### src/rtl/craft_pkg.sv
// Shared constants, FSM encoding and the CRAFT tweak nibble permutation.
package craft_pkg;

    localparam int unsigned TK_W    = 64;
    localparam int unsigned NIB_W   = 4;
    localparam int unsigned NUM_NIB = TK_W / NIB_W;
    localparam int unsigned KEY_W   = 2 * TK_W;

    // Q(T) nibble i takes T nibble Q_PERM[i]; nibble 0 is the most significant.
    localparam int unsigned Q_PERM [NUM_NIB] = '{12, 10, 15, 5, 14, 8, 9, 2,
                                                 11, 3, 7, 4, 6, 0, 1, 13};

    typedef enum logic [1:0] {
        ST_IDLE   = 2'd0,
        ST_PREP   = 2'd1,
        ST_STREAM = 2'd2
    } tk_state_t;

    function automatic logic [TK_W-1:0] q_perm(input logic [TK_W-1:0] t);
        logic [TK_W-1:0] r;
        r = '0;
        for (int unsigned i = 0; i < NUM_NIB; i++) begin
            r[TK_W-1-NIB_W*i -: NIB_W] = t[TK_W-1-NIB_W*Q_PERM[i] -: NIB_W];
        end
        return r;
    endfunction

endpackage

### src/rtl/craft_tk_prep.sv
// Combinational derivation of the four CRAFT tweakeys from key and tweak.
module craft_tk_prep
    import craft_pkg::*;
(
    input  logic [KEY_W-1:0] key,
    input  logic [TK_W-1:0]  tweak,
    output logic [TK_W-1:0]  tk0,
    output logic [TK_W-1:0]  tk1,
    output logic [TK_W-1:0]  tk2,
    output logic [TK_W-1:0]  tk3
);

    logic [TK_W-1:0] tweak_q;

    // TK0/TK1 use the raw tweak, TK2/TK3 the Q-permuted tweak.
    always_comb begin
        tweak_q = q_perm(tweak);
        tk0     = key[KEY_W-1:TK_W] ^ tweak;
        tk1     = key[TK_W-1:0]     ^ tweak;
        tk2     = key[KEY_W-1:TK_W] ^ tweak_q;
        tk3     = key[TK_W-1:0]     ^ tweak_q;
    end

endmodule

### src/rtl/craft_tk_stream.sv
// Sequential CRAFT tweakey streamer: load key/tweak once, then emit one
// round tweakey per accepted valid/ready beat in ascending or descending order.
module craft_tk_stream
    import craft_pkg::*;
#(
    parameter int NUM_ROUNDS = 32,
    parameter int ROUND_W    = 8
) (
    input  logic               CLK100MHZ,
    input  logic               CPU_RESETN,
    input  logic               load_valid,
    output logic               load_ready,
    input  logic [127:0]       key,
    input  logic [63:0]        tweak,
    input  logic               dec,
    input  logic               abort,
    output logic               tk_valid,
    input  logic               tk_ready,
    output logic [63:0]        tk,
    output logic [ROUND_W-1:0] tk_round,
    output logic               tk_last
);

    if (NUM_ROUNDS < 1 || NUM_ROUNDS > (2 ** ROUND_W)) begin : g_bad_rounds
        $error("craft_tk_stream: NUM_ROUNDS out of range for ROUND_W");
    end

    localparam logic [ROUND_W-1:0] LAST_ENC = ROUND_W'(NUM_ROUNDS - 1);

    tk_state_t          state;
    logic [KEY_W-1:0]   key_r;
    logic [TK_W-1:0]    tweak_r;
    logic               dec_r;
    logic [TK_W-1:0]    tk0_r, tk1_r, tk2_r, tk3_r;
    logic [TK_W-1:0]    tk0_c, tk1_c, tk2_c, tk3_c;
    logic [ROUND_W-1:0] cnt;
    logic [ROUND_W-1:0] cnt_step;
    logic [ROUND_W-1:0] pres_idx;
    logic [ROUND_W-1:0] final_idx;
    logic [TK_W-1:0]    pres_tk;

    craft_tk_prep u_prep (
        .key   (key_r),
        .tweak (tweak_r),
        .tk0   (tk0_c),
        .tk1   (tk1_c),
        .tk2   (tk2_c),
        .tk3   (tk3_c)
    );

    assign load_ready = (state == ST_IDLE);

    // Index and tweakey of the beat to present next: the current counter on
    // the first STREAM cycle, otherwise the stepped counter.
    always_comb begin
        cnt_step  = dec_r ? (cnt - 1'b1) : (cnt + 1'b1);
        final_idx = dec_r ? '0 : LAST_ENC;
        pres_idx  = tk_valid ? cnt_step : cnt;
        case (pres_idx[1:0])
            2'd0:    pres_tk = tk0_r;
            2'd1:    pres_tk = tk1_r;
            2'd2:    pres_tk = tk2_r;
            default: pres_tk = tk3_r;
        endcase
    end

    // FSM, round counter and registered outputs; abort overrides everything.
    // Outputs are preloaded with the following beat on each accept so the
    // stream sustains one beat per cycle from registers.
    always_ff @(posedge CLK100MHZ or negedge CPU_RESETN) begin
        if (!CPU_RESETN) begin
            state    <= ST_IDLE;
            key_r    <= '0;
            tweak_r  <= '0;
            dec_r    <= 1'b0;
            tk0_r    <= '0;
            tk1_r    <= '0;
            tk2_r    <= '0;
            tk3_r    <= '0;
            cnt      <= '0;
            tk_valid <= 1'b0;
            tk_last  <= 1'b0;
            tk       <= '0;
            tk_round <= '0;
        end else if (abort) begin
            state    <= ST_IDLE;
            tk_valid <= 1'b0;
            tk_last  <= 1'b0;
        end else begin
            case (state)
                ST_IDLE: begin
                    if (load_valid) begin
                        key_r   <= key;
                        tweak_r <= tweak;
                        dec_r   <= dec;
                        state   <= ST_PREP;
                    end
                end
                ST_PREP: begin
                    tk0_r <= tk0_c;
                    tk1_r <= tk1_c;
                    tk2_r <= tk2_c;
                    tk3_r <= tk3_c;
                    cnt   <= dec_r ? LAST_ENC : '0;
                    state <= ST_STREAM;
                end
                ST_STREAM: begin
                    if (!tk_valid) begin
                        tk       <= pres_tk;
                        tk_round <= pres_idx;
                        tk_last  <= (pres_idx == final_idx);
                        tk_valid <= 1'b1;
                    end else if (tk_ready) begin
                        if (tk_last) begin
                            tk_valid <= 1'b0;
                            tk_last  <= 1'b0;
                            state    <= ST_IDLE;
                        end else begin
                            cnt      <= pres_idx;
                            tk       <= pres_tk;
                            tk_round <= pres_idx;
                            tk_last  <= (pres_idx == final_idx);
                        end
                    end
                end
                default: state <= ST_IDLE;
            endcase
        end
    end

endmodule
### config.mk
export PLATFORM = sky130hd
export DESIGN_NAME = craft_tk_stream
export DESIGN_NICKNAME = d
export VERILOG_FILES = /design/src/rtl/craft_pkg.sv /design/src/rtl/craft_tk_prep.sv /design/src/rtl/craft_tk_stream.sv
export SDC_FILE = /design/constraint.sdc
export NUM_CORES = 1
export LEC_CHECK = 0
export BUFFER_PORTS_ARGS = -buffer_cell sky130_fd_sc_hd__buf_2
export CAP_MARGIN = 5
export CORE_ASPECT_RATIO = 1.4
export CORE_UTILIZATION = 40
export DETAILED_ROUTE_END_ITERATION = 10
export REMOVE_ABC_BUFFERS = 1
export SLEW_MARGIN = 20
export SYNTH_ARGS = -nofsm -noshare
export SYNTH_HDL_FRONTEND = slang
export SYNTH_HIERARCHICAL = 1
export SYNTH_SLANG_ARGS = --single-unit
### constraint.sdc
create_clock -name CLK100MHZ -period 3.2 [get_ports CLK100MHZ]
set_input_delay 0.16 -clock CLK100MHZ [delete_from_list [all_inputs] [get_ports CLK100MHZ]]
set_output_delay 0.16 -clock CLK100MHZ [all_outputs]
set_load 0.1 [all_outputs]
==> results of run 1 <==
[what timing repair did]
| action | in CTS | in global routing |
|---|---|---|
| endpoints found under the setup margin | 0 | 0 |
| hold endpoints to repair | 281 | 0 |
| hold buffers | 198 | 0 |
| setup buffers | 0 | 0 |
[state kept, by name, summed over array words and instances, names as in the netlist]
| signal | count |
|---|---|
| tk | 64 |
| tk_round | 8 |
| state | 2 |
| tweak_r | 64 |
| tk2_r | 64 |
| tk0_r | 64 |
| dec_r | 1 |
| tk1_r | 64 |
| tk_valid | 1 |
| key_r | 128 |
| tk_last | 1 |
| tk3_r | 64 |
| cnt | 8 |
[cell families after synthesis]
kind of cell,after synthesis,share of synthesized area
compound gates,37,0.009719
mux,332,0.1859
buf+inv,107,0.01944
flops,533,0.5570
simple gates,806,0.1282
fa+ha+maj,7,0.003971
xor+xnor,262,0.09583
[how the worst min path moves through the flow]
stage / from / to / slack, ps / cells after the start
after floorplan: CPU_RESETN / cnt[0]$_DFFE_PN0P_ / -140 / 0
after global placement: CPU_RESETN / key_r[102]$_DFFE_PN0P_ / 220 / 1
after detailed placement: CPU_RESETN / tweak_r[38]$_DFFE_PN0P_ / 230 / 1
after CTS: CPU_RESETN / tk3_r[38]$_DFFE_PN0P_ / 170 / 2
after global routing: CPU_RESETN / key_r[78]$_DFFE_PN0P_ / 230 / 2
final: CPU_RESETN / tweak_r[38]$_DFFE_PN0P_ / 150 / 2
[power breakdown]
| group | switching, W | internal, W | total (W) |
|---|---|---|---|
| clock | 0.00267 | 0.00362 | 0.00629 |
| sequential | 0.00186 | 0.00912 | 0.0110 |
| combinational | 0.00634 | 0.00387 | 0.0102 |
[cell usage in the layout (no fill, tap or decap), drive strengths merged]
master         n
o21ai          6
xnor2          3
nand2        774
dlygate4sd3  198
nor4           2
inv            6
or2            1
o31ai          1
a21oi         16
clkinvlp       2
ha             6
and2           1
a41o           1
and3           4
a31oi          1
or4            1
buf          303
a21o           2
nor2          16
mux2i          7
dfrtp        533
a2bb2oi        1
nand2b         2
o211a          1
o211ai         2
mux4          64
clkbuf        72
mux2         261
nand3          3
clkinv        14
xor2         259
nand4          2
bufinv         4
o21bai         1
fa             1
a211oi         5
[metrics by stage]
stage	setup TNS (ps)	setup WS, ps	cell area (sq um)	util
2_1_floorplan	-1747910	-5116	23500	-
3_3_place_gp	0	555.9	26300	0.4468
3_5_place_dp	0	527.3	26300	0.4468
4_1_cts	0	510.2	30020	0.5101
5_1_grt	0	439.3	30020	0.5101
6_report	0	561.5	30020	0.5101
[final cells by class]
class	count	area (sq um)	share of cell area
clock buffer	72	1509	0.05026
tap	749	937.1	0.03121
sequential	533	13340	0.4443
multi-input combinational	1444	10200	0.3399
timing repair buffer	501	3786	0.1261
clock inverter	22	234.0	0.007793
inverter	4	15.01	0.0005001
[routing by layer]
metal | GRT usage | part of all wire
met5 | 0 | 0.00073
met2 | 0.3303 | 0.51
met4 | 0.05631 | 0.025
met3 | 0.02859 | 0.037
met1 | 0.2345 | 0.43
==> results.md, run 1 <==
* Status: finished, final reports clean
* Initial antenna violation count at 3
* IO Pins at around 270
* Total Power at 0.02748 W
* CTS root buf: clkbuf_16
* Main synth FF type: dfrtp_1
* Worst setup endpoint: tk[13]$_DFFE_PN0P_
* Count of cell types in the netlist at 38
* Final hold viol count at 0
* # fillers at 5190
* Most frequent cells after synthesis: 774 x nand2_1, 533 x dfrtp_1, 261 x mux2_2
* R2R Setup Slk at about 560 ps
* Crit path depth at 5
* Layout cell share with drive strength beyond 1 at 0.2799
* TritonCTS buffer count at 54
* Post-synth EDFFs at 0
* FF-to-FF End: tk[13]$_DFFE_PN0P_
* CTS Sinks at 533
* Post-synthesis instance total at 2084
* Diode count at 0
* Sequential-to-total area share from yosys stat at 0.5570
* Crit path cell chain: fa_1, mux2i_4, buf_12, mux4_2, mux2_2
* Clock transition at path regs at approximately 70 ps
* WP data required at 3670 ps
* Syn_area_per_cell at 11.49 sq um
* Period minus WS final at 2639 ps
* Final setup fails at 0
* Routed WL per cell at 16.58 microns
* Worst rel slew slack at 0.3237
* Top-count cell post-synth: nand2_1
* Slew Limit Fails at 0
* Die width at approximately 210 microns
* Max Buffers Root-to-Sink at 3
* Largest net degree at the start of global routing at 205
* Power density over the cells at about 920 mW/mm^2
* Area Overhead vs Synth at 25.38%
* RePlAce Congestion at 0.7651
* Die H at 291.5 microns
* Total grt overflow at 0
* First-pass GRT wire length at 90.91 mm
* Fin crit share at 0.8245
* Worst skew pair latency at approximately 600 ps
* DR vias at 16190
* Worst path buffer plus inverter count at 1
* Total Wirelength at 55.13 mm
* Post-synth top area share at 0.5570
* Peak Freq at 379.0 MHz
* Avg Vias per Cell at 4.870
* Min Hold Slack at 154.2 ps
* Final Net Count at 2743
* CP top delay family: multiplexers
* Post-Syn Area at roughly 0.024 sq mm
* DRT iter0 DRCs at between 600 and 700
* Leading area contributor after synthesis: dfrtp_1
* FF+latch count, synth at 533
* Synth area leaders: dfrtp_1 56%, mux2_2 12%, nand2_1 12%
* WP data arrival at 3110 ps
* Ys async rst share at 1.000
* Routed Antenna Nets at 0
* Max_cap viols at 0
* Peak supply drop at 0.6605 mV
* Reg-to-Reg Start: cnt[0]$_DFFE_PN0P_
* Starting Density at 0.4068
* GRT Overall Usage at 0.1869
* Slowest Stage Delay on Critical Path at 560 ps
* Worst Tran Pin Value at 1014 ps
* Yosys warning count at 6
* Startpoint Class: register
* Cell row count at 105
* Slowest-stage cell, CP: mux4_2
* Clock H-tree levels at 2
* Number of global-route vias before repair at 17080
* Worst setup path startpoint: cnt[0]$_DFFE_PN0P_
* Unrepaired setup endpoints after global routing: no
* Hold/Removal Path Class: input port to asynchronous set/reset pin
* Reg2reg path depth at 5
* Total core area at 0.05886 sq mm
* First drt pass iteration count at 5
* DP HPWL at 34.91 mm
* Finished Layout Cells at 3325
* Port buffer count at approximately 270
* DRC errors left at 0
* CTS tree: done
* CTS resizes at 0
* Leak at approximately 15 nW
* Post-Place Cells at 3033
* Critical path class: register to register
* Worst Skew at slightly below 20 ps
* Die area at around 0.061 sq mm
* CP max FO at 43
* Worst Setup End Kind: register
Note: power is estimated with default switching activity, not from simulation.
==> run 2, diff against run 1 <==
Clock period 3.2 ns to 2.7 ns, I/O delays scaled along.
==> run 2 against run 1 <==
Flip-flop and latch count unchanged. Sequential power grew 19%. Critical path depth increased by 3. Count of clock-buffer cells in the layout increased by 3. Global-route usage is 0.38 points higher. Total power is 19% higher. Worst setup slack worse by 390 ps. Routed wire length grew 1.4%. Largest cell class unchanged.
==> results.md, run 2 (synthesis results as in run 1) <==
* TritonCTS buffer count at 55
* Routed WL per cell at approximately 17 microns
* Final hold viol count at 0
* CTS Sinks at 533
* Initial antenna violation count at 4
* CTS root buf: clkbuf_16
* Design area at 0.03020 sq mm
* Worst Setup End Kind: register
* Power density over the cells at 1080 mW/mm^2
* DR vias at approximately 16000
* Critical path class: register to register
* Total core area at 0.05886 sq mm
* Area Overhead vs Synth at 26.13%
* First drt pass iteration count at 5
* Final Net Count at 2757
* Starting Density at 0.4068
* Clock H-tree levels at 2
* Peak Freq at about 400 MHz
* Status: finished, final reports clean
* DP HPWL at 36.29 mm
* Clock transition at path regs at 60 ps
* Post-DP Area at 0.02649 sq mm
* Peak supply drop at 0.8567 mV
* Fin crit share at 0.9354
* Hold/Removal Path Class: input port to asynchronous set/reset pin
* Total Wirelength at 55.88 mm
* Max_cap viols at 0
* IO Pins at 273
* Final setup fails at 0
* R2R Setup Slk at 170 ps
* Most frequent cells in the layout: 774 x nand2_1, 533 x dfrtp_1, 271 x buf_2
* Worst Skew at 21.13 ps
* Worst skew pair latency at 590 ps
* Startpoint Class: register
* Reg with most FFs: key_r
* CTS tree: done
* Leak at 14.68 nW
* Total grt overflow at 0
* Avg Vias per Cell at a little under 5
* Die H at 291.5 microns
* Cell row count at 105
* Port buffer count at 272
* Max FFs per register at approximately 130
* FF-to-FF End: tk_last$_DFFE_PN0P_
* Largest net degree at the start of global routing at around 160
* DRT iter0 DRCs at 830
* Reg-to-Reg Start: dec_r$_DFFE_PN0P_
* Worst Tran Pin Value at 716.8 ps
* Routed Antenna Nets at 0
* Unrepaired setup endpoints after global routing: no
* Number of global-route vias before repair at 17490
* CTS resizes at 0
* WP data arrival at 3040 ps
* Most common cell after layout, fill and taps aside: nand2_1
* Die width at approximately 210 microns
* Slew Limit Fails at 0
* Worst rel slew slack at 0.5221
* Period minus WS final at 2526 ps
* RePlAce Congestion at about 0.77
* DRC errors left at 0
* Layout cell share with drive strength beyond 1 at 0.2834
* Reg2reg path depth at 8
* Setup TNS at 0 ps
* WP data required at 3210 ps
* GRT Overall Usage at 0.1907
* Die area at just over 0.06 sq mm
* CP max FO at 13
* Max Buffers Root-to-Sink at 3
* First-pass GRT wire length at 92.78 mm
run 2: final cells by class:
| type | count | area, sq um |
|---|---|---|
| fill | 5225 | 28650 |
| sequential | 533 | 13340 |
| clock buffer | 75 | 1541 |
| tap | 749 | 937.1 |
| clock inverter | 20 | 196.4 |
| multi-input combinational | 1444 | 10200 |
| antenna | 1 | 2.502 |
| inverter | 4 | 15.01 |
| timing repair buffer | 514 | 3969 |
run 2: worst max-delay path by stage:
stage,startpoint,slack (ps),to
global route,dec_r$_DFFE_PN0P_,130,tk_last$_DFFE_PN0P_
CTS,cnt[1]$_DFFE_PN0P_,220,tk[37]$_DFFE_PN0P_
finish,dec_r$_DFFE_PN0P_,170,tk_last$_DFFE_PN0P_
global placement,dec_r$_DFFE_PN0P_,220,tk_last$_DFFE_PN0P_
floorplan,tk_valid$_DFFE_PN0P_,-5620,tk[0]$_DFFE_PN0P_
detailed placement,cnt[1]$_DFFE_PN0P_,200,tk[37]$_DFFE_PN0P_
run 2: per-layer routing:
metal / part of all wire / global-route usage
met5: 0.00057 / 0
met4: 0.024 / 0.05846
met3: 0.037 / 0.02935
met2: 0.52 / 0.3423
met1: 0.42 / 0.2342
run 2: critical path, stage by stage (launching register included):
cell and delay, ps:
dfrtp_1 400, buf_4 190, ha_1 300, a211oi_1 490, nor4_1 120, a211oi_1 470, nand4_1 150, o31ai_1 130
a41o_1 210
run 2: metrics by stage:
stage,instances,power (W),hold WS (ps),setup slack [ps],utilization
5_1_grt,3340,0.03459,158.0,126.4,0.5132
2_1_floorplan,1981,0.02112,-160.6,-5616,-
6_report,3340,0.03261,117.0,174.5,0.5132
4_1_cts,3339,0.03310,109.6,217.8,0.5131
3_5_place_dp,3047,0.02531,180.4,199.3,0.4501
3_3_place_gp,3047,0.02489,171.2,223.0,0.4501
run 2: repair_timing:
action,4_1_cts,5_1_grt
endpoints found under the hold margin,258,0
setup buffers,0,0
hold buffers,197,0
run 2: report_power, final:
part | switching (W) | total [W] | internal, W
registers | 0.00224 | 0.0131 | 0.0108
clock network | 0.00311 | 0.00737 | 0.00426
logic | 0.00755 | 0.0122 | 0.00463
